$ cat src/rtl/mem_arbiter.sv
// Two-port arbiter (instruction fetch / data) in front of one single-port memory.
// It runs one access at a time, uses anti-starvation arbitration, and supports a halt-and-dump sequence.
module mem_arbiter #(
  parameter int LATENCY = 2
) (
  input  logic        clk,
  input  logic        rst,
  input  logic        if_req,
  input  logic [15:0] if_addr,
  output logic        if_done,
  output logic [15:0] if_rdata,
  output logic        if_stall,
  input  logic        dm_req,
  input  logic        dm_wr,
  input  logic [15:0] dm_addr,
  input  logic [15:0] dm_wdata,
  output logic        dm_done,
  output logic [15:0] dm_rdata,
  output logic        dm_stall,
  input  logic        halt,
  output logic [15:0] mem_addr,
  output logic [15:0] mem_data_in,
  input  logic [15:0] mem_data_out,
  output logic        mem_enable,
  output logic        mem_wr,
  output logic        mem_createdump
);
  typedef enum logic [2:0] {IDLE, ACCESS, DONE, DUMP, HALTED} state_t;

  localparam logic [3:0] CNT_LOAD = 4'(LATENCY - 1);
  localparam logic       OWN_IF   = 1'b0;
  localparam logic       OWN_DM   = 1'b1;

  state_t      state, state_nxt;
  logic [3:0]  cnt;
  logic        owner;
  logic        wr_q;
  logic        last_if_denied;
  logic [15:0] addr_q;
  logic [15:0] wdata_q;
  logic        grant;
  logic        grant_dm;
  logic        last_cycle;
  logic        access;

  always_comb begin
    grant      = (state == IDLE) && !halt && (if_req || dm_req);
    grant_dm   = dm_req && !(if_req && last_if_denied);
    last_cycle = (state == ACCESS) && (cnt == 4'd0);
    state_nxt  = state;
    case (state)
      IDLE: begin
        if (halt) state_nxt = DUMP;
        else if (grant) state_nxt = ACCESS;
      end
      ACCESS: if (last_cycle) state_nxt = DONE;
      DONE:    state_nxt = IDLE;
      DUMP:    state_nxt = HALTED;
      HALTED:  state_nxt = HALTED;
      default: state_nxt = IDLE;
    endcase
  end

  always_ff @(posedge clk) begin
    if (!rst) begin
      state          <= IDLE;
      cnt            <= 4'd0;
      owner          <= OWN_IF;
      wr_q           <= 1'b0;
      last_if_denied <= 1'b0;
    end else begin
      state <= state_nxt;
      if (grant) begin
        cnt   <= CNT_LOAD;
        owner <= grant_dm ? OWN_DM : OWN_IF;
        wr_q  <= grant_dm && dm_wr;
        // Fetch losing a conflict earns it the next conflict; winning clears the debt.
        if (!grant_dm) last_if_denied <= 1'b0;
        else if (if_req) last_if_denied <= 1'b1;
      end else if ((state == ACCESS) && (cnt != 4'd0)) begin
        cnt <= cnt - 4'd1;
      end
    end
  end

  // Request capture: address/data only matter while ACCESS drives them out.
  always_ff @(posedge clk) begin
    if (grant) begin
      addr_q  <= grant_dm ? dm_addr : if_addr;
      wdata_q <= grant_dm ? dm_wdata : 16'h0000;
    end
  end

  always_ff @(posedge clk) begin
    if (!rst) begin
      if_rdata <= 16'h0000;
      dm_rdata <= 16'h0000;
    end else if (last_cycle && !wr_q) begin
      if (owner == OWN_DM) dm_rdata <= mem_data_out;
      else if_rdata <= mem_data_out;
    end
  end

  always_comb begin
    access         = (state == ACCESS);
    mem_enable     = access;
    mem_wr         = last_cycle && wr_q;
    mem_addr       = access ? addr_q : 16'h0000;
    mem_data_in    = access ? wdata_q : 16'h0000;
    mem_createdump = (state == DUMP);
    if_done        = (state == DONE) && (owner == OWN_IF);
    dm_done        = (state == DONE) && (owner == OWN_DM);
    if_stall       = if_req && !if_done;
    dm_stall       = dm_req && !dm_done;
  end
endmodule
$ cat config.mk
export PLATFORM = sky130hd
export DESIGN_NAME = mem_arbiter
export DESIGN_NICKNAME = d
export VERILOG_FILES = /design/src/rtl/mem_arbiter.sv
export SDC_FILE = /design/constraint.sdc
export NUM_CORES = 1
export LEC_CHECK = 0
export BUFFER_PORTS_ARGS = -buffer_cell sky130_fd_sc_hd__clkbuf_2
export CAP_MARGIN = 20
export CORE_MARGIN = 1.5
export CORE_UTILIZATION = 52
export CTS_CLUSTER_DIAMETER = 100
export DETAILED_ROUTE_END_ITERATION = 16
export GPL_ROUTABILITY_DRIVEN = 0
export GPL_TIMING_DRIVEN = 0
export PLACE_DENSITY = 0.95
export SETUP_SLACK_MARGIN = 0.5
export SYNTH_ARGS = -nofsm -noshare
export SYNTH_HDL_FRONTEND = slang
export SYNTH_SLANG_ARGS = --single-unit
$ cat constraint.sdc
create_clock -name clk -period 5.9 [get_ports clk]
set_clock_uncertainty 0.2 [all_clocks]
set_input_delay 1.18 -clock clk [delete_from_list [all_inputs] [get_ports clk]]
set_output_delay 1.18 -clock clk [all_outputs]
set_load 0.02 [all_outputs]
Yosys cells after proc, flatten, opt, wreduce, memory -nomap -nowiden
Index checks and enable logic that the tools add are counted.
{ "op_classes": {"eq_ne": 7, "muxes": 12, "n_addsub": 1, "reduce_logical": 29, "bitwise": 2} }
{ "ops": {"columns": ["cell", "count"], "rows": [
  ["2-to-1 mux 16 bit", 3],
  ["logical AND 1 bit", 13],
  ["2-to-1 mux 3 bit", 3],
  ["case mux 3 bit (3 select lines)", 1],
  ["AND reduction 2 bit", 4],
  ["equality test 3 x 2 -> 1 bit, second input constant", 2],
  ["logical NOT 1 bit", 5],
  ["2-to-1 mux 1 bit", 5],
  ["logical NOT 4 bit", 1],
  ["nonzero test 4 bit", 1],
  ["OR reduction 2 bit", 2],
  ["subtractor 4 x 1 -> 4 bit, second input constant", 1],
  ["equality test 3 x 1 -> 1 bit, second input constant", 1],
  ["equality test 3 bit, second input constant", 1],
  ["logical NOT 3 bit", 1],
  ["!= test 3 bit, second input constant", 1],
  ["!= test 2 x 1 -> 1 bit, second input constant", 1],
  ["!= test 2 bit, second input constant", 1],
  ["NOT 1 bit", 2],
  ["nonzero test 2 bit", 1],
  ["logical OR 1 bit", 1]
]} }
{ "totals": {"output_inout_bits": 71, "register_bits": 74, "input_bits": 70, "wordCells": 61} }

Depth between registers and ports, before layout
{ "depth": {"word_depth": 6, "depth_mapped": 7, "depth_no_buf": 5} }

Worst setup path before layout
Ideal clock, no wire load.
{ "synth_path": {"path_kind": "input port to flip-flop", "startpoint": "input port halt", "endpoint": "register addr_q[0], enable pin", "arrival_time_ns": 3.080, "t_required_ns": 5.278, "n_path_buf": 0, "setup_ns": 0.422, "cell_stages": 2, "path_slack_ns": 2.198, "path_cell_list": "or4_1 > nor2_1"} }
{ "synth_between": {"elab_chain_len": 3} }
{ "synth_lines": {"columns": ["element", "line_no", "source"], "rows": [
  ["start, declared", "20", "input logic halt,"],
  ["logical NOT 1 bit", "47", "grant = (state == IDLE) && !halt && (if_req || dm_req);"],
  ["logical AND 1 bit (2 in series)", "47", null],
  ["named net grant", "41", "logic grant;"],
  ["end signal, assigned", "89", "addr_q <= grant_dm ? dm_addr : if_addr;"],
  ["end, declared", "39", "logic [15:0] addr_q;"]
]} }
The timed path passes the listed nets, and every way through them passes these cells.
A chain may end at the register's enable or synchronous reset.

Final worst setup path
{ "layout_path": {"startpoint": "register cnt[0]", "endpoint": "output port mem_wr"} }
{ "layout_between": {"elab_chain_len": 3} }
{ "layout_lines": {"columns": ["element", "line_no", "source"], "rows": [
  ["start, declared", "35", "logic [3:0] cnt;"],
  ["start signal, assigned", "81", "cnt <= cnt - 4'd1;"],
  ["logical NOT 4 bit", "49", "last_cycle = (state == ACCESS) && (cnt == 4'd0);"],
  ["logical AND 1 bit", "49", null],
  ["logical AND 1 bit", "107", "mem_wr = last_cycle && wr_q;"],
  ["end, declared", "25", "output logic mem_wr,"]
]} }
Every way passes these cells.

==> metrics.md <==
| Metric | Value |
|---|---|
| Run status | complete, no violations |
| Die outline height | 85.9 um |
| Post-route ant nets | 0 |
| Rel. slew slack | 40.6% |
| Share of layout cells above drive strength 1 | 46.1% |
| Synth cell types | 43 |
| Die Area | 7370 um2 |
| I/O Buffers | 140 |
| Placed insts | 541 |
| Vias in the first global route | 3115 |
| Max-cap viol count | 0 |
| #FFs+latches synth | 74 |
| Post-DP HPWL | 6.80 mm |
| Routed vias | 3136 |
| Tcrit/Tclk final | 63.7% |
| Max FO, Critical Path | 10 |
| Total grt overflow | 0 |
| Final Max Tran Viols | 0 |
| Fillers | 491 |
| Max stage delay on crit path | 0.57 ns |
| Core Box Area | 6720 um2 |
| GRT Total Usage | 25.6% |
| Ys flop type | dfxtp_1 |
| Largest net degree at the start of global routing | 34 |
| # nets final | 543 |
| I/O Pins | 141 |
| Pre-CTS setup slack | 2.54 ns |
| DRC viols | 0 |
| Worst Path Buf+Inv | 3 |
| FF-to-FF Start | state[0] |
| Hold WC Path Type | flop to flop |
| Non-Filler Instances | 557 |
| Clk Latency, worst-skew pair | 0.34 ns |
| WP data arrival | 2.38 ns |
| Die width | 85.9 um |
| Mean Syn Cell Area | 11.1 um2 |
| Final Setup Violations | 0 |
| RSZ-0062 raised after global routing | false |
| Peak VDD IR | 0.203 mV |
| Hold-fix buffers, CTS | 0 |
| Drt pass-1 iters | 4 |
| FF-to-FF End | addr_q[4] |
| Initial antenna violation count | 0 |
| Final hold violations | 0 |
| Top cells by area, synth | edfxtp_1 (27%), dfxtp_1 (24%), o31ai_2 (10%) |
| Fmax | 266 MHz |
| Worst path depth | 6 |
| Ys Warns | 0 |
| Power per Cell Area | 322 nW/um2 |
| Hold path depth | 2 |
| P_leak | 1.87 nW |
| Routed wire per std cell | 16.2 um |
| Slew @ Worst Pin | 0.889 ns |
| Leading area contributor after synthesis | edfxtp_1 |
| # rows | 30 |
| Vias per cell | 5.63 |
| Initial Util | 53.1% |
| WP data required | 4.52 ns |
| Hold Path Sink | if_rdata[6] |
| Post-synth top area share | 26.9% |
| Startpoint types | flop |
| Syn nets | 392 |
| Global-route wire length before repair | 14.7 mm |
| CTS max path bufs | 2 |
| Crit path time final | 3.76 ns |
| Critical path cell sequence | inv_1 -> ha_1 -> nor3b_2 -> clkbuf_1 -> and3_1 -> clkbuf_2 |
| CTS tree | built |
| Reg2reg path depth | 3 |
| Hold Path Origin | if_rdata[6] |
| Register area share after synthesis | 50.5% |
| Critical setup path kind | flop to primary output |
| Clock-pin slew on the worst setup and hold paths | 0.08 ns |
| Worst setup margin | 2.14 ns |
| P&R area growth vs syn | 28.5% |
| Wirelength, routed | 9.00 mm |
| Antenna Cells | 0 |
| Setup bufs post-CTS | 0 |
| Post-synth EDFFs | 32 |
| CTS resizes | 0 |
| Root buf cell | clkbuf_8 |
| Async SR Flop Fraction | 0% |
| Num Clock Sinks | 74 |
| CP delay by family, top | simple AND/OR/NAND/NOR gates |
| Register-to-register setup slack | 3.49 ns |
| Total CTS buffers | 9 |
| Drt initial violations | 190 |
| H-tree Lvls | 3 |
| Setup crit end kind | primary output |
| Hold_ws | 0.272 ns |
| Cells after Synth | 321 |
| Setup_tns | 0 ns |
| CP max-delay cell | nor3b_2 |
| Synthesized area | 3570 um2 |
## how the worst max path moves through the flow
stage                start           to  slack (ns)
CTS                 cnt[0]       mem_wr        2.11
floorplan             halt    addr_q[0]        2.20
detailed placement  cnt[0]       mem_wr        2.54
global route        cnt[0]       mem_wr        1.97
global placement      halt  wdata_q[11]        1.62
finish              cnt[0]       mem_wr        2.14
## flip-flops by register name (all words and copies together) (netlist names)
name,cells
addr_q,16
dm_rdata,16
if_rdata,16
wdata_q,16
cnt,4
state,3
last_if_denied,1
owner,1
wr_q,1
## power by group
group          total [mW]  internal [mW]  leakage, nW  switching (mW)
clock network       0.419          0.236       0.0976           0.183
registers           0.608          0.588        0.642          0.0207
logic               0.448          0.149         1.13           0.299
## cell usage after synthesis (2+ instances only)
cell and instances:
a21oi_1 39, and2_1 48, buf_1 2, buf_2 9
buf_4 2, buf_6 5, clkbuf_1 15, dfxtp_1 42
edfxtp_1 32, inv_1 6, mux2_2 16, nand2_1 2
nand4_1 32, nand4b_1 3, nor2_1 5, nor3_1 2
nor4b_1 2, o21ai_0 4, o31ai_1 2, o31ai_2 29
or3b_1 2
## cell usage in the layout (no fill, tap or decap), types with 3 or more instances in the layout
cell / Yosys / routed
nand4b_1: 3 / 3
buf_6: 5 / 5
edfxtp_1: 32 / 32
o21ai_0: 4 / 4
clkbuf_2: 1 / 141
dfxtp_1: 42 / 42
nor2_1: 5 / 4
buf_2: 9 / 9
a21oi_1: 39 / 39
clkinv_1: 1 / 3
and2_1: 48 / 48
nand4_1: 32 / 32
mux2_2: 16 / 16
inv_1: 6 / 6
clkbuf_8: 0 / 9
o31ai_2: 29 / 29
clkbuf_1: 15 / 16
## logic make-up (layout without fill, tap and decap cells)
logic type | after synthesis | in the layout | synth area share (%)
AO/OA/AOI/OAI | 82 | 82 | 18.8
flip-flops | 74 | 74 | 50.5
buffers and inverters | 41 | 197 | 5.92
multiplexers | 17 | 17 | 5.33
adder cells (fa/ha/maj) | 1 | 1 | 0.350
AND/OR/NAND/NOR | 106 | 106 | 19.2
## metal layers
layer,vias up,global-route usage [%],wire [um]
li1,1506,-,-
met1,1449,29.0,3400
met2,168,44.7,4570
met3,13,8.95,883
met4,0,8.94,150
met5,-,0,0
## worst register-to-register path: stages, from the launching register on
cell,delay (ns)
dfxtp_1,0.31
buf_4,0.16
or4_1,0.62
nor2_4,0.74
## layout make-up
type,instances,area [um2],share of cell area [%]
Buffer,34,185,4.04
Clock buffer,10,128,2.78
Clock inverter,6,82.6,1.80
Inverter,7,26.3,0.573
Multi-Input combinational cell,206,1560,34.1
Sequential cell,74,1800,39.3
Tap cell,80,100,2.18
Timing Repair Buffer,140,701,15.3
## metrics by stage
| step | util [%] | power [mW] | area [um2] |
|---|---|---|---|
| after detailed placement | 65.2 | 1.06 | 4380 |
| after global routing | 68.3 | 1.54 | 4590 |
| final | 68.3 | 1.48 | 4590 |
| after floorplan | - | 0.924 | 3570 |
| after CTS | 68.3 | 1.48 | 4590 |
| after global placement | 65.0 | 1.04 | 4370 |
Power figures use the tool's default switching activity.
